--- src/rtl/tt_sweep_pkg.sv ---
// Shared types and helpers for truth-table sweep engines.
// Tables are passed at maximum width so one helper serves every parameterisation.
package tt_sweep_pkg;

    localparam int unsigned MAX_N_IN  = 8;
    localparam int unsigned MAX_N_OUT = 16;
    localparam int unsigned MAX_TBL_W = (2 ** MAX_N_IN) * MAX_N_OUT;

    typedef enum logic [1:0] {
        IDLE,
        DRIVE,
        DONE
    } sweep_state_t;

    // Expected output for vector v; bits at or above n_out are returned as zero.
    function automatic logic [MAX_N_OUT-1:0] exp_slice(
        input logic [MAX_TBL_W-1:0] tbl,
        input int unsigned          v,
        input int unsigned          n_out
    );
        logic [MAX_TBL_W-1:0] sh;
        logic [MAX_N_OUT-1:0] r;
        sh = tbl >> (v * n_out);
        r  = '0;
        for (int unsigned i = 0; i < MAX_N_OUT; i++) begin
            if (i < n_out) r[i] = sh[i];
        end
        return r;
    endfunction

    function automatic bit params_legal(
        input int unsigned n_in,
        input int unsigned n_out,
        input int unsigned hold
    );
        return (n_in >= 1) && (n_in <= MAX_N_IN) &&
               (n_out >= 1) && (n_out <= MAX_N_OUT) && (hold >= 2);
    endfunction

endpackage

--- src/rtl/tt_hold_timer.sv ---
// Free-running HOLD-cycle counter; last marks the final cycle of each hold window.
module tt_hold_timer
    import tt_sweep_pkg::*;
#(
    parameter int unsigned HOLD = 10
) (
    input  logic clk,
    input  logic rst_n,
    input  logic clear,
    output logic last
);

    localparam int unsigned CW = $clog2(HOLD);

    logic [CW-1:0] cnt;

    always_ff @(posedge clk) begin
        if (!rst_n || clear) begin
            cnt <= '0;
        end else if (last) begin
            cnt <= '0;
        end else begin
            cnt <= cnt + 1'b1;
        end
    end

    assign last = (cnt == CW'(HOLD - 1));

endmodule

--- src/rtl/tt_sweeper.sv ---
// Exhaustive truth-table sweep: drives every input vector, samples on the last
// hold cycle, compares against EXPECTED and records error count and first failure.
module tt_sweeper
    import tt_sweep_pkg::*;
#(
    parameter int unsigned                N_IN     = 3,
    parameter int unsigned                N_OUT    = 3,
    parameter int unsigned                HOLD     = 10,
    parameter logic [(2**N_IN)*N_OUT-1:0] EXPECTED = '0
) (
    input  logic             clk,
    input  logic             rst_n,
    input  logic             start,
    input  logic [N_OUT-1:0] dut_out,
    output logic [N_IN-1:0]  stim,
    output logic             busy,
    output logic             done,
    output logic             pass,
    output logic [N_IN:0]    err_count,
    output logic             first_fail_valid,
    output logic [N_IN-1:0]  first_fail_vec
);

    localparam int unsigned   VW       = N_IN + 1;
    localparam logic [VW-1:0] LAST_VEC = VW'(2 ** N_IN - 1);

    if (!params_legal(N_IN, N_OUT, HOLD)) begin : g_illegal
        $error("tt_sweeper: illegal N_IN/N_OUT/HOLD combination");
    end

    sweep_state_t     state, state_next;
    logic [VW-1:0]    vec, vec_next;
    logic [VW-1:0]    err_next;
    logic             ffv_next;
    logic [N_IN-1:0]  ffvec_next;
    logic [N_OUT-1:0] exp_now;
    logic             last;

    tt_hold_timer #(
        .HOLD(HOLD)
    ) u_timer (
        .clk  (clk),
        .rst_n(rst_n),
        .clear(state != DRIVE),
        .last (last)
    );

    assign exp_now = N_OUT'(exp_slice(MAX_TBL_W'(EXPECTED), 32'(vec), N_OUT));

    always_comb begin
        state_next = state;
        vec_next   = vec;
        err_next   = err_count;
        ffv_next   = first_fail_valid;
        ffvec_next = first_fail_vec;
        case (state)
            IDLE, DONE: begin
                if (start) begin
                    state_next = DRIVE;
                    vec_next   = '0;
                    err_next   = '0;
                    ffv_next   = 1'b0;
                    ffvec_next = '0;
                end
            end
            DRIVE: begin
                if (last) begin
                    // Case inequality so an X/Z output is scored as a failure.
                    if (dut_out !== exp_now) begin
                        err_next = err_count + 1'b1;
                        if (!first_fail_valid) begin
                            ffv_next   = 1'b1;
                            ffvec_next = vec[N_IN-1:0];
                        end
                    end
                    if (vec == LAST_VEC) begin
                        state_next = DONE;
                    end else begin
                        vec_next = vec + 1'b1;
                    end
                end
            end
            default: state_next = IDLE;
        endcase
    end

    always_ff @(posedge clk) begin
        if (!rst_n) begin
            state            <= IDLE;
            vec              <= '0;
            err_count        <= '0;
            first_fail_valid <= 1'b0;
            first_fail_vec   <= '0;
            busy             <= 1'b0;
            done             <= 1'b0;
            pass             <= 1'b0;
        end else begin
            state            <= state_next;
            vec              <= vec_next;
            err_count        <= err_next;
            first_fail_valid <= ffv_next;
            first_fail_vec   <= ffvec_next;
            busy             <= (state_next == DRIVE);
            done             <= (state_next == DONE);
            pass             <= (state_next == DONE) && (err_next == '0);
        end
    end

    assign stim = vec[N_IN-1:0];

endmodule
--- config.mk ---
export PLATFORM = sky130hd
export DESIGN_NAME = tt_sweeper
export DESIGN_NICKNAME = d
export VERILOG_FILES = /design/src/rtl/tt_sweep_pkg.sv /design/src/rtl/tt_hold_timer.sv /design/src/rtl/tt_sweeper.sv
export SDC_FILE = /design/constraint.sdc
export NUM_CORES = 1
export LEC_CHECK = 0
export CAP_MARGIN = 20
export CORE_AREA = 2 2 48 50
export CTS_CLUSTER_DIAMETER = 100
export CTS_CLUSTER_SIZE = 8
export DETAILED_ROUTE_END_ITERATION = 16
export DIE_AREA = 0 0 50 52
export PLACE_DENSITY = 0.85
export SLEW_MARGIN = 30
export SYNTH_ARGS = -nofsm -noshare
export SYNTH_HDL_FRONTEND = slang
export SYNTH_SLANG_ARGS = --single-unit
--- constraint.sdc ---
create_clock -name clk -period 1.86 [get_ports clk]
set_clock_uncertainty 0.15 [all_clocks]
set_input_delay 0.372 -clock clk [delete_from_list [all_inputs] [get_ports clk]]
set_output_delay 0.372 -clock clk [all_outputs]
set_load 0.02 [all_outputs]
; ---- Word-level counts from Yosys, hierarchy flattened
; Cells that the tools add are included.
; Widths: inputs -> output; s select.
[totals]
regBits = 21
input_bits = 6
out_inout_bits = 14
word_cells = 59
[op_classes]
n_addsub = 3
n_mul = 1
eq_ne = 13
shift = 1
mux = 21
n_reduce_logical = 11
[ops]
columns = operator, n
row1 = $mux 4, 6
row2 = $pmux 4 s2, 2
row3 = $add 4x1->4 const B, 3
row4 = $mux 3, 4
row5 = $ne 2x2->1 const B, 5
row6 = $reduce_and 4->1, 2
row7 = $mul 4x2->6 const B, 1
row8 = $mux 2, 3
row9 = $pmux 3 s2, 1
row10 = $shr 1x6->3 const A, 1
row11 = $reduce_and 5->1, 1
row12 = $eq 2x1->1 const B, 2
row13 = $eq 2x2->1 const B, 2
row14 = $eq 4x3->1 const B, 1
row15 = $eq 4x4->1 const B, 1
row16 = $logic_not 4->1, 1
row17 = $pmux 2 s2, 1
row18 = $reduce_or 2->1, 2
row19 = $mux 1, 3
row20 = $nex 3x3->1, 1
row21 = $logic_not 2->1, 1
row22 = $ne 2x1->1 const B, 1
row23 = $pmux 1 s2, 1
row24 = $reduce_bool 2->1, 1
row25 = other kinds (3), 3

; ---- Longest topological paths before layout
[logic_depth]
word_depth = 8
mapped_depth = 7
depth_no_buf = 6

; ---- Modules after synthesis
; A second synthesis with hierarchy kept.
[hier_totals]
cells_unflattened = 109
area_unflattened_um2 = 1038.5
[by_module_without_submodules]
columns = module, instances, cells_per_inst, area_per_inst_um2, seq_area_each_um2
row1 = tt_sweeper, 1, 91, 862.1, 340.3
row2 = tt_hold_timer, 1, 18, 176.4, 80.1

; ---- Worst setup path after synthesis
; OpenSTA, ideal clock, no wires.
[synth_path]
kind = reg-to-reg
startpoint = reg vec[0]
endpoint = reg vec[3]
setup_time_ns = 0.070
arrival_time_ns = 1.471
t_required_ns = 1.640
slack_ns = 0.170
stages_incl_launch_ff = 6
path_buffers = 0
synth_period_minus_slack_ns = 1.690
cell_sequence = dfxtp_1 > ha_1 > and3b_1 > o31a_1 > or3_1 > a21oi_1
[synth_between]
elab_chain_cells = 4
word_cells_on_any_way = 7
classes_between = 1 x add/sub / 2 x eq/ne / 3 x mux / 1 x reduce/logical
[synth_lines]
columns = item, line
row1 = "start, declared", tt_sweeper.sv:32  ; logic [VW-1:0] vec, vec_next;
row2 = "start signal, assigned", tt_sweeper.sv:99  ; vec <= vec_next;
row3 = $add 4x1->4, tt_sweeper.sv:79  ; vec_next = vec + 1'b1;
row4 = $mux 4, tt_sweeper.sv:76  ; if (vec == LAST_VEC) begin
row5 = $mux 4, tt_sweeper.sv:67  ; if (last) begin
row6 = $pmux 4 s2, tt_sweeper.sv:56  ; case (state)
; Parallel ways exist; a longest one is shown, timed or not. The select of a mux whose other input is x is not followed.
; A chain may end at the register's enable or synchronous reset.

; ---- Worst setup path after layout
[layout_path]
startpoint = reg err_count[3]
endpoint = out err_count[3]
[layout_rtl]
columns = item, line
row1 = "start, declared", tt_sweeper.sv:19  ; output logic [N_IN:0] err_count,
row2 = "start signal, assigned", tt_sweeper.sv:100  ; err_count <= err_next;
; No word-level cell between the ends.

==> report_table.html <==
<table>
<tr><th>Metric</th><th>Value</th></tr>
<tr><th colspan="2">Status</th></tr>
<tr><td>Result of the run</td><td>finished clean</td></tr>
<tr><th colspan="2">Floorplanning</th></tr>
<tr><td>Ports placed on the boundary</td><td>20</td></tr>
<tr><td>Area of the placeable core</td><td>2110 µm²</td></tr>
<tr><td>Floorplan die height</td><td>52 µm</td></tr>
<tr><td>Die boundary width</td><td>approximately 50 µm</td></tr>
<tr><td>Overall die area</td><td>roughly 2600 µm²</td></tr>
<tr><td>Initial core utilization</td><td>46.6%</td></tr>
<tr><td>Number of standard-cell rows in the floorplan</td><td>17</td></tr>
<tr><th colspan="2">CTS</th></tr>
<tr><td>Number of buffers inserted for hold repair after clock tree synthesis</td><td>0</td></tr>
<tr><td>Clock-pin slew reported for the worst setup and hold paths after clock tree synthesis</td><td>110 ps</td></tr>
<tr><td>Worst-Skew Late Latency</td><td>about 300 ps</td></tr>
<tr><td>Num CTS Buffers</td><td>3</td></tr>
<tr><td>Number of sinks on the clock net</td><td>21</td></tr>
<tr><td>Clock tree root driver cell</td><td>clkbuf_4</td></tr>
<tr><td>Clock tree from TritonCTS</td><td>built</td></tr>
<tr><td>Buffer depth of the longest clock path</td><td>2</td></tr>
<tr><td>Depth of the CTS H-tree</td><td>1</td></tr>
<tr><th colspan="2">STA</th></tr>
<tr><td>Final min period</td><td>1790 ps</td></tr>
<tr><td>Number of setup violations in the final report</td><td>0</td></tr>
<tr><td>Fraction of the cycle the final worst path needs</td><td>96.5%</td></tr>
<tr><td>Setup repair after global routing missed its margin</td><td>yes</td></tr>
<tr><td>Final hold violations</td><td>0</td></tr>
<tr><td>Maximum achievable frequency</td><td>0.557 GHz</td></tr>
<tr><td>Final-report max-slew violation count</td><td>0</td></tr>
<tr><td>Slew at the pin closest to its max-slew limit</td><td>361 ps</td></tr>
<tr><td>Sum Neg Setup Slack</td><td>0 ps</td></tr>
<tr><td>Max_slew headroom</td><td>75.8%</td></tr>
<tr><td>Post-Route Hold Slack</td><td>295 ps</td></tr>
<tr><th colspan="2">Layout</th></tr>
<tr><td>Ant. Diodes</td><td>0</td></tr>
<tr><td>Layout overhead on the synthesized area</td><td>32.7%</td></tr>
<tr><td>Final layout net count</td><td>145</td></tr>
<tr><td>Ratio of cells with drive above 1 in the final layout</td><td>17.9%</td></tr>
<tr><td>Utilization after layout</td><td>61.8%</td></tr>
<tr><th colspan="2">Power</th></tr>
<tr><td>Leak pwr</td><td>between 0.5 and 0.6 nW</td></tr>
<tr><td>Maximum vdd drop</td><td>0.000415 V</td></tr>
<tr><td>Power density over cell area</td><td>just under 600 nW/µm²</td></tr>
<tr><th colspan="2">Critical path</th></tr>
<tr><td>Crit start category</td><td>flop</td></tr>
<tr><td>Internal reg-to-reg setup slack</td><td>70 ps</td></tr>
<tr><td>CP Class</td><td>reg2out</td></tr>
<tr><td>Count of buffer and inverter cells on the critical path</td><td>1</td></tr>
<tr><td>Critical Path, Cell by Cell</td><td>clkdlybuf4s50_1</td></tr>
<tr><td>Worst path required time</td><td>1340 ps</td></tr>
<tr><td>Largest fanout on the critical path</td><td>3</td></tr>
<tr><td>Category of the worst setup path capture point</td><td>primary output</td></tr>
<tr><td>Data arrival time of the worst path</td><td>1270 ps</td></tr>
<tr><td>Critical path's slowest cell</td><td>clkdlybuf4s50_1</td></tr>
<tr><td>Kind of cell adding the most delay to the critical path</td><td>buffers and inverters</td></tr>
<tr><td>Delay of the slowest cell on the worst path</td><td>610 ps</td></tr>
<tr><th colspan="2">GRT</th></tr>
<tr><td>Number of global-route vias before repair</td><td>816</td></tr>
<tr><td>Initial antenna violation count</td><td>0</td></tr>
<tr><td>Global-route usage over all layers</td><td>18.1%</td></tr>
<tr><td>First-pass GRT wire length</td><td>3570 µm</td></tr>
<tr><td>Largest net degree at the start of global routing</td><td>15</td></tr>
<tr><td>Global-route congestion overflow total</td><td>0</td></tr>
<tr><th colspan="2">Placement</th></tr>
<tr><td>Detailed Place HPWL</td><td>1600 µm</td></tr>
<tr><td>Count of buffers inserted at the top-level ports</td><td>19</td></tr>
<tr><td>Final weighted congestion in routability-driven placement</td><td>around 0.90</td></tr>
<tr><th colspan="2">Synth</th></tr>
<tr><td>Ys flop type</td><td>dfxtp_1</td></tr>
<tr><td>Net count of the mapped netlist</td><td>116</td></tr>
<tr><td>Fraction of post-synthesis cell area in the top cell type by area</td><td>42.9%</td></tr>
<tr><td>Number of enable-type register cells in the synthesized netlist</td><td>0</td></tr>
<tr><td>Netlist area before placement</td><td>981 µm²</td></tr>
<tr><td>Portion of the post-synthesis area used by sequential elements</td><td>a little over two fifths</td></tr>
<tr><td>Post-synth cell types</td><td>32</td></tr>
<tr><td>Fraction of registers with async set or reset after synthesis</td><td>0%</td></tr>
<tr><td>Yosys warning count</td><td>0</td></tr>
<tr><td>Synth area leader</td><td>dfxtp_1</td></tr>
<tr><td>Register bit total from synthesis</td><td>21</td></tr>
<tr><td>Top area cells in the synthesized netlist</td><td>dfxtp_1 (43%), ha_1 (5.1%), a21boi_0 (3.8%), and2_1 (3.8%), nand2_1 (3.8%)</td></tr>
<tr><td>Mapped Cells</td><td>106</td></tr>
<tr><td>Syn Area/Cell</td><td>9.25 µm²</td></tr>
<tr><th colspan="2">Routing</th></tr>
<tr><td>Met3 WL</td><td>around 89 µm</td></tr>
<tr><td>Overall routed net length</td><td>2140 µm</td></tr>
<tr><td>Vias per cell</td><td>5.30</td></tr>
<tr><td>Highest signal layer in the routed design</td><td>met4</td></tr>
<tr><td>Detailed-routed wire length on met2</td><td>between 1000 and 1500 µm</td></tr>
<tr><td>Met1 WL</td><td>~900 µm</td></tr>
<tr><td>Via Count</td><td>approximately 860</td></tr>
<tr><td>Detailed-router iteration count before antenna repair</td><td>4</td></tr>
<tr><td>Drc violations</td><td>0</td></tr>
<tr><td>Average wire per cell in the routed design</td><td>roughly 13 µm</td></tr>
<tr><td>Number of DRC markers after the initial detailed-route iteration</td><td>15</td></tr>
<tr><td>Post-route antenna net violation count</td><td>0</td></tr>
<tr><th colspan="2">Hold path</th></tr>
<tr><td>Worst hold-check path type</td><td>reg2reg</td></tr>
<tr><th colspan="2">Flow run</th></tr>
<tr><td>Number of max-cap violations</td><td>0</td></tr>
</table>
[path summary, 6_finish.rpt]
kind,startpoint,end,cells after the start
worst min-delay path,u_timer.cnt[0]$_SDFF_PP0_,u_timer.cnt[0]$_SDFF_PP0_,1
worst max-delay path,err_count[3]$_SDFF_PN0_,err_count[3],1
worst max register to register,u_timer.cnt[1]$_SDFF_PP0_,vec[3]$_SDFFE_PN0P_,6
worst min register to register,u_timer.cnt[0]$_SDFF_PP0_,u_timer.cnt[0]$_SDFF_PP0_,1
[placed cells by master (no fill, tap or decap), types with 5 or more instances in the layout]
cell type | netlist | routed
and2_1 | 6 | 6
buf_4 | 3 | 12
clkdlybuf4s50_1 | 0 | 12
dfxtp_1 | 21 | 18
dlygate4sd2_1 | 0 | 5
nand2_1 | 10 | 10
nand3_1 | 6 | 6
nor2_1 | 5 | 5
[what timing repair did]
item | 4_1_cts | 5_1_grt
pin swaps | 0 | 2
setup buffers | 0 | 0
gates resized for setup | 7 | 11
endpoints found under the setup margin | 7 | 13
endpoints found under the hold margin | 0 | 0
[registers in the layout, indices dropped and copies added, names as in the netlist]
signal,flops
first_fail_vec,3
pass,1
busy,1
done,1
state,2
first_fail_valid,1
err_count,4
u_timer.cnt,4
vec,4
[layer usage]
layer	track usage, %	vias up
met3	3.16	4
met1	20.9	397
li1	-	436
met2	32.0	22
met4	9.26	0
met5	0	-
[through the flow]
stage	area, µm²	setup slack (ps)	total power [mW]	std cells
floorplan	981	170	0.503	106
global placement	1240	-244	0.538	158
detailed placement	1240	-425	0.540	158
CTS	1270	8.31	0.760	162
global route	1300	-56.0	0.793	162
finish	1300	65.5	0.753	162
[Yosys cell counts (2+ instances only)]
| master | n |
|---|---|
| o21ai_0 | 4 |
| and2_1 | 6 |
| nand2b_1 | 2 |
| o311ai_0 | 2 |
| nor2_1 | 5 |
| nand3_1 | 6 |
| nand2_1 | 10 |
| buf_4 | 3 |
| clkbuf_1 | 2 |
| or3_1 | 3 |
| ha_1 | 4 |
| o31ai_1 | 2 |
| mux2i_1 | 2 |
| inv_1 | 3 |
| a21oi_1 | 3 |
| o211ai_1 | 2 |
| nor2b_1 | 3 |
| dfxtp_1 | 21 |
| buf_6 | 2 |
| nor4_1 | 5 |
| a21boi_0 | 5 |
[logic make-up after synthesis]
kind of cell    after synthesis  synth area share [%]
mux                           2                  2.04
simple gates                 48                  28.6
compound gates               19                  13.1
buf+inv                      10                  6.50
fa+ha+maj                     4                  5.10
flops                        21                  42.9
xor+xnor                      2                  1.79
[worst reg2reg max path, stage by stage (launching register included)]
cell and delay [ps]:
dfxtp_1 340, inv_1 60, ha_1 180, nand3b_4 190, o31a_1 350, or3_1 360, a21oi_1 120
[power breakdown]
group          total [mW]  switching [mW]  internal [mW]
Clock               0.217           0.137         0.0801
Combinational      0.0743          0.0360         0.0383
Sequential          0.461         0.00592          0.456
Total               0.753           0.179          0.574
[final cells by class]
type / count / area [µm²]
clock buffer: 3 / 22.5
clock inverter: 1 / 5.00
fill: 179 / 805
inverter: 3 / 11.3
multi-input combinational: 75 / 524
sequential: 21 / 424
tap: 28 / 35.0
timing repair buffer: 31 / 279
No activity file was read; power rests on OpenSTA's default activity.
